**config.mk**
```make
export PLATFORM = sky130hd
export DESIGN_NAME = accum_core_param
export DESIGN_NICKNAME = d
export VERILOG_FILES = /design/src/rtl/accum_core_param.sv
export SDC_FILE = /design/constraint.sdc
export NUM_CORES = 2
export LEC_CHECK = 0
export CAP_MARGIN = 20
export CORE_MARGIN = 3
export CORE_UTILIZATION = 35
export CTS_BUF_LIST = sky130_fd_sc_hd__clkbuf_4 sky130_fd_sc_hd__clkbuf_8
export CTS_CLUSTER_DIAMETER = 150
export DETAILED_ROUTE_END_ITERATION = 8
export PLACE_DENSITY = 0.59
export SLEW_MARGIN = 10
export SYNTH_ARGS = -nofsm -noshare
export SYNTH_HDL_FRONTEND = slang
export SYNTH_MEMORY_MAX_BITS = 65536
export SYNTH_SLANG_ARGS = --single-unit
```
**constraint.sdc**
```tcl
create_clock -name CLK -period 31.9 [get_ports CLK]
set_input_delay 6.38 -clock CLK [delete_from_list [all_inputs] [get_ports CLK]]
set_output_delay 6.38 -clock CLK [all_outputs]
set_load 0.05 [all_outputs]
```
**src/rtl/accum_core_param.sv**
```systemverilog
// rtl/accum_core_param.sv - accumulator CPU core with program-load port and handshaked I/O
// Fetch/decode/exec FSM over a single-port word memory; memory survives reset.
module accum_core_param #(
  parameter int WIDTH  = 16,
  parameter int ADDR_W = 8
) (
  input  logic              CLK,
  input  logic              Reset,
  input  logic              start,
  input  logic              prog_we,
  input  logic [ADDR_W-1:0] prog_addr,
  input  logic [WIDTH-1:0]  prog_data,
  input  logic [WIDTH-1:0]  Inputio,
  input  logic              in_valid,
  output logic              in_ready,
  output logic [WIDTH-1:0]  Outputio,
  output logic              out_valid,
  input  logic              out_ready,
  output logic [3:0]        Opcode,
  output logic [ADDR_W-1:0] PCOut,
  output logic              Overflow,
  output logic              Halted
);

  localparam int DEPTH = 1 << ADDR_W;

  localparam logic [3:0] OP_HLT = 4'h0, OP_LDI = 4'h1, OP_LD  = 4'h2, OP_ST  = 4'h3,
                         OP_ADD = 4'h4, OP_SUB = 4'h5, OP_AND = 4'h6, OP_OR  = 4'h7,
                         OP_JMP = 4'h8, OP_BEQZ = 4'h9, OP_BNEZ = 4'hA, OP_IN = 4'hB,
                         OP_OUT = 4'hC;

  typedef enum logic [2:0] {
    S_HALT, S_FETCH, S_DECODE, S_EXEC, S_WAIT_IN, S_WAIT_OUT
  } state_t;

  state_t state, next_state;

  logic [WIDTH-1:0]  mem [DEPTH];
  logic [ADDR_W-1:0] pc;
  logic [WIDTH-1:0]  acc;
  logic [WIDTH-1:0]  mdr;
  logic [3:0]        ir_op;
  logic [ADDR_W-1:0] ir_arg;

  // Only the opcode and operand fields of IR are kept; middle bits carry no meaning.
  logic [WIDTH-1:0] fetch_word;
  logic [WIDTH-1:0] sum, diff;
  logic             add_ovf, sub_ovf;

  assign fetch_word = mem[pc];
  assign sum        = acc + mdr;
  assign diff       = acc - mdr;
  assign add_ovf    = (acc[WIDTH-1] == mdr[WIDTH-1]) && (sum[WIDTH-1] != acc[WIDTH-1]);
  assign sub_ovf    = (acc[WIDTH-1] != mdr[WIDTH-1]) && (diff[WIDTH-1] != acc[WIDTH-1]);

  always_ff @(posedge CLK) begin
    if (Reset) state <= S_HALT;
    else       state <= next_state;
  end

  always_comb begin
    next_state = state;
    case (state)
      S_HALT:   if (start) next_state = S_FETCH;
      S_FETCH:  next_state = S_DECODE;
      S_DECODE: begin
        case (ir_op)
          OP_HLT:                                 next_state = S_HALT;
          OP_LD, OP_ADD, OP_SUB, OP_AND, OP_OR:   next_state = S_EXEC;
          OP_IN:                                  next_state = S_WAIT_IN;
          OP_OUT:                                 next_state = S_WAIT_OUT;
          default:                                next_state = S_FETCH;
        endcase
      end
      S_EXEC:     next_state = S_FETCH;
      S_WAIT_IN:  if (in_valid)  next_state = S_FETCH;
      S_WAIT_OUT: if (out_ready) next_state = S_FETCH;
      default:    next_state = S_HALT;
    endcase
  end

  always_comb begin
    in_ready  = (state == S_WAIT_IN);
    out_valid = (state == S_WAIT_OUT);
    Halted    = (state == S_HALT);
  end

  assign Opcode = ir_op;
  assign PCOut  = pc;

  // Memory has no reset so a program survives a reset; reset still blocks writes.
  always_ff @(posedge CLK) begin
    if (!Reset) begin
      if (state == S_HALT && prog_we)
        mem[prog_addr] <= prog_data;
      else if (state == S_DECODE && ir_op == OP_ST)
        mem[ir_arg] <= acc;
    end
  end

  always_ff @(posedge CLK) begin
    if (Reset) begin
      pc       <= '0;
      acc      <= '0;
      mdr      <= '0;
      ir_op    <= '0;
      ir_arg   <= '0;
      Outputio <= '0;
      Overflow <= 1'b0;
    end else begin
      case (state)
        S_HALT: begin
          if (start) begin
            pc       <= '0;
            Overflow <= 1'b0;
          end
        end
        S_FETCH: begin
          ir_op  <= fetch_word[WIDTH-1:WIDTH-4];
          ir_arg <= fetch_word[ADDR_W-1:0];
          pc     <= pc + ADDR_W'(1);
        end
        S_DECODE: begin
          case (ir_op)
            OP_LDI:                               acc      <= WIDTH'(ir_arg);
            OP_LD, OP_ADD, OP_SUB, OP_AND, OP_OR: mdr      <= mem[ir_arg];
            OP_JMP:                               pc       <= ir_arg;
            OP_BEQZ: if (acc == '0)               pc       <= ir_arg;
            OP_BNEZ: if (acc != '0)               pc       <= ir_arg;
            OP_OUT:                               Outputio <= acc;
            default: ;
          endcase
        end
        S_EXEC: begin
          case (ir_op)
            OP_LD:  acc <= mdr;
            OP_ADD: begin
              acc <= sum;
              if (add_ovf) Overflow <= 1'b1;
            end
            OP_SUB: begin
              acc <= diff;
              if (sub_ovf) Overflow <= 1'b1;
            end
            OP_AND: acc <= acc & mdr;
            OP_OR:  acc <= acc | mdr;
            default: ;
          endcase
        end
        S_WAIT_IN: if (in_valid) acc <= Inputio;
        default: ;
      endcase
    end
  end

endmodule

```
## After elaboration in Yosys (flattened, before gate mapping)

Memories as Yosys holds them, arrays and structs flattened. A register that Yosys moved wholly into a read port is not among the register bits.
Index checks and enable logic that the tools add are counted.

- Memory bits (read-only): 48
- Bits of input ports: 46
- Memories kept: 2
- Word-level logic and storage cells: 89
- Flip-flop bits (word level): 44
- Output and inout port bits: 32
- Bits in writable memories: 4096

Memory list:

| name | words | width | rd ports | clocked after Yosys merged registers in | write ports | line | RTL |
|---|---|---|---|---|---|---|---|
| mem | 256 | 16 | 2 | 2 | 1 | 38 | `logic [WIDTH-1:0] mem [DEPTH];` |
| (name not given) | 16 | 3 | 1 | 0 | 0 | 67 | `case (ir_op)` |

- Multiplexer cells: 28
- Equality and inequality tests: 31
- Bitwise gates (word level): 2
- Reductions and logical operators: 18
- Add/subtract/negate cells: 3

Operators with widths:

| cell | number |
|---|---|
| $pmux W16 S5 | 1 |
| $mux W16 | 3 |
| $pmux W16 S3 | 1 |
| $pmux W8 S3 | 2 |
| $mux W8 | 4 |
| $pmux W3 S6 | 1 |
| $add A16 B16 Y16 | 1 |
| $and A16 B16 Y16 | 1 |
| $eq A4 B3 Y1 const B | 4 |
| $eq A4 B4 Y1 const B | 4 |
| $logic_not A16 Y1 | 1 |
| $or A16 B16 Y16 | 1 |
| $reduce_bool A16 Y1 | 1 |
| $reduce_or A16 Y1 | 1 |
| $sub A16 B16 Y16 | 1 |
| $ne A3 B3 Y1 const B | 4 |
| $mux W1 | 11 |
| $reduce_and A5 Y1 | 2 |
| $mux W3 | 3 |
| $add A8 B1 Y8 const B | 1 |
| $eq A4 B2 Y1 const B | 2 |
| $eq A3 B2 Y1 const B | 2 |
| $eq A3 B3 Y1 const B | 2 |
| $ne A6 B2 Y1 const B | 1 |
| other kinds (17) | 27 |

## Logic depth before layout (Yosys ltp)

- Depth in word-level cells: 8
- Gate-level depth with buffers: 13

## Least setup slack after synthesis

No wires, ideal clock.

- Path type: input to register
- Start: in Reset
- End: mem mem[0][0], data pin
- Data arrival time: 17.137 ns
- Setup slack: 12.575 ns
- Path buffers: 3
- Stages: 6
- Required time: 29.712 ns
- Cell sequence: clkbuf_1 > nor2_1 > nand3_1 > clkbuf_1 > clkbuf_1 > o21ai_0

- Cells in the longest elaborated chain, start to end: 4

Ends and longest elaborated chain:

| what | line | RTL |
|---|---|---|
| from (decl) | 8 | `input logic Reset,` |
| $mux W1 | 93 | `if (!Reset) begin` |
| $mux W1 (not written as such) | 97 | `mem[ir_arg] <= acc;` |
| $reduce_or A16 Y1 (no source line) | -- |  |
| $mux W16 (no source line) | -- |  |
| to (decl) | 38 |  |

No other way between the ends.

## Worst setup path in the final report

- Start: reg state[2]
- End: out in_ready

- Cells in the longest elaborated chain, start to end: 1

Ends and longest elaborated chain:

| what | line | RTL |
|---|---|---|
| from (decl) | 36 | `state_t state, next_state;` |
| from (signal assigned) | 58 | `else state <= next_state;` |
| $eq A3 B3 Y1 | 83 | `in_ready = (state == S_WAIT_IN);` |
| to (decl) | 15 | `output logic in_ready,` |

No other way between the ends.

==> impl_metrics.tcl <==
set metrics [dict create \
    n_fill_cell 46838 \
    finalCritPeriodShare_pct 30.5 \
    design_area_um2 209000 \
    cts_tree "done" \
    ys_seq_area_share_pct 67.1 \
    ctsResizeCount 0 \
    seqPwrFrac_pct 40.8 \
    synthXorXnorAreaFrac_pct 0.0519 \
    drive_gt1_share_pct 32.3 \
    synth-adder-area-share_pct 0.366 \
    wire_per_inst_um 37.4 \
    p_sw_mw 5.01 \
    root_buffer "clkbuf_8" \
    nets 9996 \
    crit_arrival_ps 3360 \
    syn_area_um2 185000 \
    rsz0062_at_grt "false" \
    ys.flop_type "edfxtp_1" \
    first_global_vias 107709 \
    path_clk_slew_ps 60 \
    p_leak_nw 61.2 \
    place_inst 16180 \
    die_area_um2 539000 \
    place_area_um2 195000 \
    post-cts-setup-buffer-count 0 \
    hold_slack_ps 467 \
    maxCapViolations 0 \
    skew_ps 118 \
    portBuffers 77 \
    fin_crit_ps 9740 \
    dp_hpwl_um 416000 \
    synth_cell_type_count 73 \
    syn_area_per_cell_um2 19.5 \
    drtPass1Iterations 9 \
    synth.area.top_cells "edfxtp_1 66%, mux4_2 20%, mux2i_1 2.4%" \
    whs_path_depth 1 \
    synth_edf_count 4096 \
    syn2layout_area_growth_pct 12.6 \
    yosysWarnings 0 \
    ant_nets 0 \
    rr_worst_depth 12 \
    worstSetupEndpointType "output pin" \
    coreArea_um2 527000 \
    clock_power_share_pct 31.0 \
    syn_nets 9615 \
    grt_pass1_wl_um 891000 \
    worst_slew_pin_slew_ps 1400 \
    setup_tns_ps 0 \
    maxSlewViolCount 0 \
    synth_top_cell_by_area "edfxtp_1" \
    io_pins 78 \
    gr-total-overflow 0 \
    synthCells 9516 \
    grt_usage_pct 23.6 \
    final_common_cell "edfxtp_1" \
    routed_wl_um 652000 \
    via_per_inst 6.24 \
    cts_buffer_depth 4 \
    finalPower_mw 15.0 \
    pwr-share-comb_pct 28.2 \
    power.density_nw_per_um2 71.6 \
    synth.top_cell.area_share_pct 66.3 \
    antenna_found_initial 55 \
    ir_drop_mv 0.0493 \
    insertion_delay_ps 1300 \
    cts_made_buffers 670 \
    p_int_mw 9.95 \
    initial_utilization_pct 35.2 \
    crit_fanout 20 \
    setup_violations 0 \
    row_count 266 \
    synthSimpleGateAreaFrac_pct 2.46 \
    cts-hold-fix-buffers 0 \
    num_vias 108839 \
    synth-async-reset-ratio_pct 0 \
    synth_top_family_by_area "multiplexers" \
    synth-compound-area-share_pct 4.83 \
    hold_viol 0 \
    h-tree-depth 6 \
    instances_no_fill 17445 \
    first_iter_violations 16954 \
    routabilityCongestion 0.979 \
    crit_type "register to output pin" \
    final_cell_mix "4096 x edfxtp_1, 1682 x mux4_2, 682 x clkbuf_8" \
    grt_max_degree 187 \
    hold_path.class "register to register" \
    ys_ff_latch 4168 \
    cp-start-kind "register" \
    required_ps 25520 \
    drc_errors 0 \
    cts.sinks 4168 \
    die_x_um 734 \
    die_y_um 734 \
    synth_mux_area_share_pct 23.1 \
    switching_share_pct 33.5 \
    fmax_mhz 103 \
    max_slew_margin_pct 6.77 \
    outcome "completed" \
]
[worst paths after layout]
| path | start | to | slack [ps] |
|---|---|---|---|
| max | state[2] | in_ready | 22160 |
| min | Opcode[2] | Opcode[2] | 470 |
| max reg2reg | ir_arg[0] | mdr[11] | 24300 |
| min reg2reg | Opcode[2] | Opcode[2] | 470 |
[cell usage after synthesis (11+ instances only)]
library cell,n
a21oi_1,197
o221ai_1,146
nand3_1,146
a22o_1,25
o211ai_1,24
buf_4,92
buf_6,35
nand2b_1,16
nor2b_1,21
o22ai_1,91
nand3b_1,18
clkbuf_1,375
buf_1,49
a31oi_1,72
o21ai_1,16
or3_1,11
mux2_2,39
nand2_1,230
nor2_1,385
nor4_1,14
ha_1,51
and3_1,15
o21ai_0,155
nand4_1,53
a22oi_1,371
dfxtp_1,72
edfxtp_1,4096
inv_1,60
a211oi_1,54
nor3_1,66
mux2i_1,452
mux4_2,1682
o31ai_1,11
a221oi_1,53
buf_2,198
[stage by stage]
stage                     util, %  setup slack, ps
final                        39.7            22160
after floorplan                 -            12570
after global routing         39.6            22100
after CTS                    39.6            22100
after detailed placement     37.1            20790
after global placement       37.1            20910
[power groups by stage]
stage	sequential, mW	clock, mW	combinational, mW
after floorplan	6.22	0	2.52
after global placement	6.21	0	4.14
after detailed placement	6.21	0	4.14
after CTS	6.10	4.69	4.15
after global routing	6.10	4.94	4.29
final	6.10	4.64	4.22
[cells by family (layout without fill, tap and decap cells)]
kind of cell | after synthesis | after routing
flops | 4168 | 4168
mux | 2174 | 2174
compound gates | 1292 | 1292
simple gates | 1009 | 1009
buf+inv | 809 | 1718
fa+ha+maj | 53 | 53
xor+xnor | 11 | 11
other cells | 0 | 52
[worst max-delay path: stages (launching register included)]
cell and delay, ps:
dfxtp_1 630, nor3b_2 250, buf_4 320, clkdlybuf4s50_1 870
[state kept, by name, summed over array words and instances, names as in the netlist]
name / count
Opcode: 4
PCOut: 8
ir_arg: 8
Overflow: 1
Outputio: 16
mem: 4096
acc: 16
state: 3
mdr: 16
[area by class of cell]
class                      instances  area [um2]  share of cell area [%]
sequential                      4168      124000                    59.6
multi-input combinational       4539       58000                    27.8
clock buffer                     864       10800                    5.15
tap                             6968        8720                    4.17
timing repair buffer             458        4160                    1.99
clock inverter                   336        2360                    1.13
inverter                          60         225                   0.108
antenna                           52         130                  0.0623
[layer usage]
metal  share of wire (%)  global-route usage, %  routed length (um)
met3                  13                   7.67               83700
met4                 5.7                   11.5               37000
met5               0.031                      0                 203
met1                  36                   30.7              238000
met2                  45                   35.6              294000
Note: power is estimated with default switching activity, not from simulation.
